$ cat config.mk
export PLATFORM = sky130hd
export DESIGN_NAME = ct_rmu_apb_master_flat
export DESIGN_NICKNAME = d
export VERILOG_FILES = /design/src/rtl/ct_rmu_apb_master_if.sv /design/src/rtl/ct_rmu_apb_master.sv /design/src/flat_wrapper.sv
export SDC_FILE = /design/constraint.sdc
export NUM_CORES = 1
export LEC_CHECK = 0
export ABC_AREA = 1
export BUFFER_PORTS_ARGS = -buffer_cell sky130_fd_sc_hd__buf_2
export CORE_MARGIN = 2
export CORE_UTILIZATION = 46
export DETAILED_ROUTE_END_ITERATION = 8
export PLACE_DENSITY = 0.86
export REMOVE_ABC_BUFFERS = 1
export SETUP_SLACK_MARGIN = 0.05
export SLEW_MARGIN = 20
export SYNTH_ARGS = -nofsm -noshare
export SYNTH_HDL_FRONTEND = slang
export SYNTH_SLANG_ARGS = --single-unit
$ cat constraint.sdc
create_clock -name apb_clk -period 1.87 [get_ports apb_clk]
set_input_delay 0.2805 -clock apb_clk [delete_from_list [all_inputs] [get_ports apb_clk]]
set_output_delay 0.2805 -clock apb_clk [all_outputs]
set_load 0.05 [all_outputs]
$ cat src/rtl/ct_rmu_apb_master_if.sv
// Register-request, APB and response signals between the core-side request
// path, the RMU APB initiator and the RMU responder.
interface ct_rmu_apb_master_if #(
  parameter int unsigned ADDR_WIDTH = 12
);

  // Command port
  logic                  req_vld;
  logic                  req_rdy;
  logic [ADDR_WIDTH-1:0] req_addr;
  logic                  req_write;
  logic [31:0]           req_wdata;

  // APB toward the RMU responder
  logic [ADDR_WIDTH-1:0] paddr;
  logic                  pwrite;
  logic [31:0]           pwdata;
  logic                  psel_rmr;
  logic                  penable;
  logic                  pready_rmr;
  logic [31:0]           prdata_rmr;
  logic                  perr_rmr;

  // Response port
  logic                  rsp_vld;
  logic                  rsp_rdy;
  logic [31:0]           rsp_rdata;
  logic                  rsp_err;
  logic                  rsp_timeout;

  // Initiator view
  modport master (
    input  req_vld, req_addr, req_write, req_wdata,
    input  pready_rmr, prdata_rmr, perr_rmr,
    input  rsp_rdy,
    output req_rdy,
    output paddr, pwrite, pwdata, psel_rmr, penable,
    output rsp_vld, rsp_rdata, rsp_err, rsp_timeout
  );

  // Requester / responder view
  modport slave (
    output req_vld, req_addr, req_write, req_wdata,
    output pready_rmr, prdata_rmr, perr_rmr,
    output rsp_rdy,
    input  req_rdy,
    input  paddr, pwrite, pwdata, psel_rmr, penable,
    input  rsp_vld, rsp_rdata, rsp_err, rsp_timeout
  );

endinterface

$ cat src/rtl/ct_rmu_apb_master.sv
// APB initiator for the RMU register window: one request at a time, two-phase
// APB transfer with a watchdog that aborts transfers whose responder stalls.
module ct_rmu_apb_master #(
  parameter int unsigned ADDR_WIDTH = 12,
  parameter int unsigned TO_CYCLES  = 255
) (
  input  logic                       apb_clk,
  input  logic                       apbrst,
  ct_rmu_apb_master_if.master        bus
);

  localparam int unsigned CNT_W = 8;

  localparam logic [CNT_W-1:0] CNT_LIMIT = CNT_W'(TO_CYCLES - 1);
  localparam logic [CNT_W-1:0] CNT_MAX   = '1;

  localparam logic [1:0] ST_IDLE   = 2'd0;
  localparam logic [1:0] ST_SETUP  = 2'd1;
  localparam logic [1:0] ST_ACCESS = 2'd2;
  localparam logic [1:0] ST_RESP   = 2'd3;

  logic [1:0]            state;
  logic [1:0]            state_nxt;

  logic                  accept_c;
  logic                  done_c;
  logic                  timeout_c;

  logic                  req_rdy_nxt;
  logic                  psel_nxt;
  logic                  penable_nxt;
  logic                  rsp_vld_nxt;

  logic                  req_rdy_q;
  logic                  psel_q;
  logic                  penable_q;
  logic                  rsp_vld_q;

  logic [ADDR_WIDTH-1:0] paddr_q;
  logic                  pwrite_q;
  logic [31:0]           pwdata_q;

  logic [CNT_W-1:0]      cnt_q;

  logic [31:0]           rsp_rdata_q;
  logic                  rsp_err_q;
  logic                  rsp_timeout_q;

  // Transfer events: acceptance in IDLE, completion or abort in ACCESS
  assign accept_c  = (state == ST_IDLE) && bus.req_vld;
  assign timeout_c = (state == ST_ACCESS) && !bus.pready_rmr && (cnt_q == CNT_LIMIT);
  assign done_c    = (state == ST_ACCESS) && (bus.pready_rmr || timeout_c);

  // Next state and next values of the state-decoded control outputs
  always_comb begin
    state_nxt   = state;
    req_rdy_nxt = 1'b0;
    psel_nxt    = 1'b0;
    penable_nxt = 1'b0;
    rsp_vld_nxt = 1'b0;

    case (state)
      ST_IDLE: begin
        if (bus.req_vld) begin
          state_nxt = ST_SETUP;
        end
      end
      ST_SETUP: begin
        state_nxt = ST_ACCESS;
      end
      ST_ACCESS: begin
        if (done_c) begin
          state_nxt = ST_RESP;
        end
      end
      ST_RESP: begin
        if (bus.rsp_rdy) begin
          state_nxt = ST_IDLE;
        end
      end
      default: begin
        state_nxt = ST_IDLE;
      end
    endcase

    case (state_nxt)
      ST_IDLE:   req_rdy_nxt = 1'b1;
      ST_SETUP:  psel_nxt    = 1'b1;
      ST_ACCESS: begin
        psel_nxt    = 1'b1;
        penable_nxt = 1'b1;
      end
      ST_RESP:   rsp_vld_nxt = 1'b1;
      default:   req_rdy_nxt = 1'b1;
    endcase
  end

  // State register
  always_ff @(posedge apb_clk) begin
    if (apbrst) begin
      state <= ST_IDLE;
    end else begin
      state <= state_nxt;
    end
  end

  // Control outputs, registered alongside the state so they mirror it exactly
  always_ff @(posedge apb_clk) begin
    if (apbrst) begin
      req_rdy_q <= 1'b1;
      psel_q    <= 1'b0;
      penable_q <= 1'b0;
      rsp_vld_q <= 1'b0;
    end else begin
      req_rdy_q <= req_rdy_nxt;
      psel_q    <= psel_nxt;
      penable_q <= penable_nxt;
      rsp_vld_q <= rsp_vld_nxt;
    end
  end

  // Address/direction/data latched on acceptance, held for the whole transfer
  always_ff @(posedge apb_clk) begin
    if (apbrst) begin
      paddr_q  <= '0;
      pwrite_q <= 1'b0;
      pwdata_q <= '0;
    end else if (accept_c) begin
      paddr_q  <= bus.req_addr;
      pwrite_q <= bus.req_write;
      pwdata_q <= bus.req_wdata;
    end
  end

  // Watchdog: counts ACCESS cycles without ready, saturating rather than wrapping
  always_ff @(posedge apb_clk) begin
    if (apbrst) begin
      cnt_q <= '0;
    end else if (accept_c) begin
      cnt_q <= '0;
    end else if ((state == ST_ACCESS) && !done_c && (cnt_q != CNT_MAX)) begin
      cnt_q <= cnt_q + CNT_W'(1);
    end
  end

  // Response capture; ready takes priority over a same-cycle watchdog expiry
  always_ff @(posedge apb_clk) begin
    if (apbrst) begin
      rsp_rdata_q   <= '0;
      rsp_err_q     <= 1'b0;
      rsp_timeout_q <= 1'b0;
    end else if ((state == ST_ACCESS) && bus.pready_rmr) begin
      rsp_rdata_q   <= pwrite_q ? 32'd0 : bus.prdata_rmr;
      rsp_err_q     <= bus.perr_rmr;
      rsp_timeout_q <= 1'b0;
    end else if (timeout_c) begin
      rsp_rdata_q   <= 32'd0;
      rsp_err_q     <= 1'b1;
      rsp_timeout_q <= 1'b1;
    end
  end

  assign bus.req_rdy     = req_rdy_q;
  assign bus.paddr       = paddr_q;
  assign bus.pwrite      = pwrite_q;
  assign bus.pwdata      = pwdata_q;
  assign bus.psel_rmr    = psel_q;
  assign bus.penable     = penable_q;
  assign bus.rsp_vld     = rsp_vld_q;
  assign bus.rsp_rdata   = rsp_rdata_q;
  assign bus.rsp_err     = rsp_err_q;
  assign bus.rsp_timeout = rsp_timeout_q;

endmodule

$ cat src/flat_wrapper.sv
// flat-port wrapper written by rule: the top's interface ports become plain ports
module ct_rmu_apb_master_flat 
#(
  parameter int unsigned ADDR_WIDTH = 12,
  parameter int unsigned TO_CYCLES  = 255
)
  (apb_clk, apbrst, bus_req_vld, bus_req_addr, bus_req_write, bus_req_wdata, bus_pready_rmr, bus_prdata_rmr, bus_perr_rmr, bus_rsp_rdy, bus_req_rdy, bus_paddr, bus_pwrite, bus_pwdata, bus_psel_rmr, bus_penable, bus_rsp_vld, bus_rsp_rdata, bus_rsp_err, bus_rsp_timeout);
  ct_rmu_apb_master_if #(.ADDR_WIDTH(ADDR_WIDTH)) bus_i ();
  input  logic apb_clk;
  input  logic apbrst;
  input wire logic [$bits(bus_i.req_vld)-1:0] bus_req_vld;
  input wire logic [$bits(bus_i.req_addr)-1:0] bus_req_addr;
  input wire logic [$bits(bus_i.req_write)-1:0] bus_req_write;
  input wire logic [$bits(bus_i.req_wdata)-1:0] bus_req_wdata;
  input wire logic [$bits(bus_i.pready_rmr)-1:0] bus_pready_rmr;
  input wire logic [$bits(bus_i.prdata_rmr)-1:0] bus_prdata_rmr;
  input wire logic [$bits(bus_i.perr_rmr)-1:0] bus_perr_rmr;
  input wire logic [$bits(bus_i.rsp_rdy)-1:0] bus_rsp_rdy;
  output wire logic [$bits(bus_i.req_rdy)-1:0] bus_req_rdy;
  output wire logic [$bits(bus_i.paddr)-1:0] bus_paddr;
  output wire logic [$bits(bus_i.pwrite)-1:0] bus_pwrite;
  output wire logic [$bits(bus_i.pwdata)-1:0] bus_pwdata;
  output wire logic [$bits(bus_i.psel_rmr)-1:0] bus_psel_rmr;
  output wire logic [$bits(bus_i.penable)-1:0] bus_penable;
  output wire logic [$bits(bus_i.rsp_vld)-1:0] bus_rsp_vld;
  output wire logic [$bits(bus_i.rsp_rdata)-1:0] bus_rsp_rdata;
  output wire logic [$bits(bus_i.rsp_err)-1:0] bus_rsp_err;
  output wire logic [$bits(bus_i.rsp_timeout)-1:0] bus_rsp_timeout;
  assign bus_i.req_vld = bus_req_vld;
  assign bus_i.req_addr = bus_req_addr;
  assign bus_i.req_write = bus_req_write;
  assign bus_i.req_wdata = bus_req_wdata;
  assign bus_i.pready_rmr = bus_pready_rmr;
  assign bus_i.prdata_rmr = bus_prdata_rmr;
  assign bus_i.perr_rmr = bus_perr_rmr;
  assign bus_i.rsp_rdy = bus_rsp_rdy;
  assign bus_req_rdy = bus_i.req_rdy;
  assign bus_paddr = bus_i.paddr;
  assign bus_pwrite = bus_i.pwrite;
  assign bus_pwdata = bus_i.pwdata;
  assign bus_psel_rmr = bus_i.psel_rmr;
  assign bus_penable = bus_i.penable;
  assign bus_rsp_vld = bus_i.rsp_vld;
  assign bus_rsp_rdata = bus_i.rsp_rdata;
  assign bus_rsp_err = bus_i.rsp_err;
  assign bus_rsp_timeout = bus_i.rsp_timeout;
  ct_rmu_apb_master #(.ADDR_WIDTH(ADDR_WIDTH), .TO_CYCLES(TO_CYCLES)) u_core (.apb_clk(apb_clk), .apbrst(apbrst), .bus(bus_i));
endmodule
# --- After elaboration in Yosys (flattened, before gate mapping) ---
# Cells that the tools add are included.
word_totals:
  register_bits: 93
  out_inout_bits: 83
  word_cells: 50
  inputBits: 83
op_classes:
  n_eq_ne: 8
  n_reduce_logical: 16
  addsub: 1
  n_mux: 13
op_table:
  columns: ["op", "count"]
  rows:
  - ["two-way mux 32 bit", 3]
  - ["adder 8 x 1 -> 8 bit, second input constant", 1]
  - ["== test 2 bit, second input constant", 4]
  - ["== test 8 bit, second input constant", 1]
  - ["inequality test 8 bit, second input constant", 1]
  - ["case mux 2 bit (4 select lines)", 1]
  - ["logical AND 1 bit", 7]
  - ["two-way mux 1 bit", 6]
  - ["two-way mux 2 bit", 3]
  - ["OR reduction 2 bit", 3]
  - ["== test 2 x 1 -> 1 bit, second input constant", 2]
  - ["logical NOT 2 bit", 2]
  - ["logical NOT 1 bit", 2]
  - ["nonzero test 2 bit", 1]
  - ["logical OR 1 bit", 1]

# --- Depth between registers and ports, before layout ---
depth:
  depth_word: 10
  depth_mapped: 11
  depth_no_buf: 11

# --- Worst setup path before layout ---
# No wires, ideal clock.
synth_timing:
  path_type: "register to register"
  from: "register u_core.cnt_q[0]"
  to: "register u_core.psel_q, in the netlist u_core.bus.psel_rmr"
  required_ns: 1.742
  arrival_time_ns: 1.441
  slack_ns: 0.301
  setup_time_ns: 0.128
  path_buffers: 0
  stages_incl_launch_ff: 12
  path_cell_list: "dfxtp_1 inv_1 ha_1 nand2_1 nor2_1 nand3_2 nand2_1 nor2_1 inv_2 ha_1 inv_1 nor2_1"
synth_via:
  elab_chain_cells: 9
  elab_cells_between_ends: 10
  classes_between: "eq/ne (3); mux (3); reduce/logical (4)"
synth_lines:
  columns: ["element", "line", "text"]
  rows:
  - ["from (decl)", "ct_rmu_apb_master.sv:43", "logic [CNT_W-1:0] cnt_q;"]
  - ["from (signal assigned)", "ct_rmu_apb_master.sv:142", "cnt_q <= cnt_q + CNT_W'(1);"]
  - ["== test 8 bit (*)", "ct_rmu_apb_master.sv:51", "assign timeout_c = (state == ST_ACCESS) && !bus.pready_rmr && (cnt_q == CNT_LIMIT);"]
  - ["logical AND 1 bit (*)", "ct_rmu_apb_master.sv:51", null]
  - ["logical OR 1 bit (*)", "ct_rmu_apb_master.sv:52", "assign done_c = (state == ST_ACCESS) && (bus.pready_rmr || timeout_c);"]
  - ["logical AND 1 bit (*)", "ct_rmu_apb_master.sv:52", null]
  - ["two-way mux 2 bit (*)", "ct_rmu_apb_master.sv:72", "if (done_c) begin"]
  - ["case mux 2 bit (4 select lines) (*)", "ct_rmu_apb_master.sv:62", "case (state)"]
  - ["== test 2 x 1 -> 1 bit / == test 2 bit (equally long branches)", "ct_rmu_apb_master.sv:86", "case (state_nxt)"]
  - ["OR reduction 2 bit (no source line) (*)", null, null]
  - ["two-way mux 1 bit (*)", "ct_rmu_apb_master.sv:86", null]
  - ["net u_core.psel_nxt", "ct_rmu_apb_master.sv:30", "logic psel_nxt;"]
  - ["to (signal assigned)", "ct_rmu_apb_master.sv:116", "psel_q <= psel_nxt;"]
  - ["to (decl)", "ct_rmu_apb_master.sv:35", "logic psel_q;"]
# Mark *: on every way through the listed nets, which the timed path passes. The rest lies on a longest branch.
# A chain may end at the register's enable or synchronous reset.

# --- Worst setup path after layout ---
# Same ends and word-level chain as after synthesis.

==> reports/results.ini <==
[outcome]
status=completed

[timing]
hold_violations=0
period_minus_slack_ns=1.66
period_share_pct=88.5
setup_tns_ns=0
rsz0062_at_grt=true
finalSetupViolations=0
fmax_ghz=0.604
skew_ns=0.00916
relSlewSlack_pct=51.9
tightest_slew_ns=0.721
final_max_slew_viol_count=0

[routing]
wl_mm=8.83
met2_length_mm=4.16
dr_total_vias=3517
vias_per_cell=4.88
detail_route.iter0.violations=123
drt-wirelength-per-cell_um=12.2
drc=0
met1Wirelength_mm=3.64
drt_pass1_iterations=5
dr.max_layer_used=met4
dr_wl_met3_um=900
ant_nets=0

[power]
sw_frac_of_total_pct=33.0
internal_power_mw=3.15
power.leakage_nw=2.26
seqPwrFrac_pct=46.6
p_clk_share_pct=31.1
comb_power_share_pct=22.3
power_density_mw_per_mm2=1010
net-switching-power_mw=1.55
max-vdd-ir-drop_uv=608

[run]
drv_cap=0

[clock_tree]
cts_root_buffer=clkbuf_8
clock_tree.buffer_depth=2
tritoncts=done
clk_pin_slew_ns=0.09
clk_latency_ns=0.35
cts_made_buffers=9
cts.sinks=93
holdBufCountCts=0
htreeDepth=3

[floorplanning]
core_mm2=0.00733
ios=166
die_y_um=91.6
start_util_pct=48.2
die_x_um=91.6
die_area_mm2=0.00839
row_count=31

[yosys]
synthesis.instances=459
netlist_area_mm2=0.00353
synth-seq-cells=93
syn_avg_cell_area_um2=7.69
ys_warn_count=0
synth_cell_types=21
yosysSeqAreaShare_pct=52.7

[layout]
fill_cells=637
drive_gt1_share_pct=32.6
nets=705
most-common-layout-cells=165 x buf_2, 99 x nor2_1, 93 x dfxtp_1
layout_commonest_cell=buf_2
antenna_cells=0
stdcell_area_mm2=0.00464
area_growth_pct=31.5
final_cell_count_no_fill=721

[hold_path]
hp-class=in -> reg

[place]
place_hpwl_mm=6.49
port_buffers=165
place_congestion=0.790
place_area_mm2=0.00442
dpl.cell_count=705

[grt]
grt_pass1_wl_mm=14.8
grt_pass1_vias=3404
grt_max_degree=49
grt_use_total_pct=21.5
antenna_found_initial=0
grt-ovfl-total=0

[critical_path]
critPathMaxFanout=5
required_ns=2.10
crit_arrival_ns=1.89
end_kind=register
critPathLaunchType=register
r2r_setup_slack_ns=0.21
path_class=reg -> reg

==> through the flow <==
stage	utilization [%]	hold slack (ns)	setup slack (ns)	total power, mW
2_1_floorplan	-	0.350	-0.0415	2.96
3_3_place_gp	60.3	0.449	0.277	3.26
3_5_place_dp	60.3	0.455	0.175	3.28
4_1_cts	63.3	0.149	0.144	4.73
5_1_grt	63.4	0.166	0.0440	4.91
6_report	63.4	0.159	0.214	4.70
==> Yosys cell counts (all sizes together) <==
library cell	instances	area share [%]
nor2	104	12
dfxtp	93	53
nand2	70	7.6
o21ai	49	6.9
a21oi	41	5.8
nand3	37	5.5
inv	25	2.7
buf	15	2.4
clkbuf	12	1.3
ha	5	1.8
nand4	4	0.71
xor2	2	0.50
or2	1	0.18
xnor2	1	0.25
==> final timing paths <==
path / from / endpoint / cells after the start
max: u_core.cnt_q[0] / u_core.bus.psel_rmr / 11
min: bus_req_addr[10] / u_core.bus.paddr[10] / 3
max reg2reg: u_core.cnt_q[0] / u_core.bus.psel_rmr / 11
min reg2reg: u_core.bus.rsp_timeout / u_core.bus.rsp_timeout / 2
==> repair_timing <==
action / 4_1_cts / 5_1_grt
buffers inserted: 0 / 0
gates resized for setup: 0 / 2
setup endpoints to repair: 0 / 2
==> sequential cells by signal, summed over array words and instances, names as in the netlist, 2 cells and up <==
| signal | count |
|---|---|
| u_core.bus.rsp_rdata | 32 |
| u_core.cnt_q | 8 |
| u_core.state | 2 |
| u_core.bus.paddr | 12 |
| u_core.bus.pwdata | 32 |
==> routing by layer <==
metal  track usage (%)  vias up
met5                 0        -
met4              7.20        0
met3              6.41       10
met2              37.4      156
met1              25.1     1564
li1                  -     1787
==> power by group through the flow <==
stage	clock network, mW	logic [mW]	registers [mW]
detailed placement	0	1.05	2.23
global route	1.57	1.14	2.21
floorplan	0	0.264	2.69
CTS	1.49	1.05	2.19
global placement	0	1.04	2.23
finish	1.46	1.05	2.19
==> layout make-up <==
cell class	instances	area [um^2]	share of cell area, %
clock inverter	7	96.3	2.07
clock buffer	9	124	2.67
multi-input combinational	314	1450	31.2
timing repair buffer	174	893	19.2
tap	99	124	2.67
sequential	93	1860	40.1
inverter	25	93.8	2.02
==> cell families after synthesis <==
kind of cell | share of synthesized area, %
xor gates and xnor gates | 0.744
DFF | 52.7
buffers and inverters | 6.31
adders and majority gates | 1.77
and+or+nand+nor | 25.7
AOI/OAI and AO/OA | 12.8
==> critical path, cell delays in order, from the launching register on <==
cell and delay, ns:
dfxtp_1 0.41, inv_1 0.10, ha_1 0.21, nand2_1 0.08
nor2_2 0.05, nand3_2 0.07, nand2_1 0.08, nor2_2 0.16
inv_2 0.06, ha_1 0.27, inv_1 0.05, nor2_1 0.03
Power figures use the tool's default switching activity.
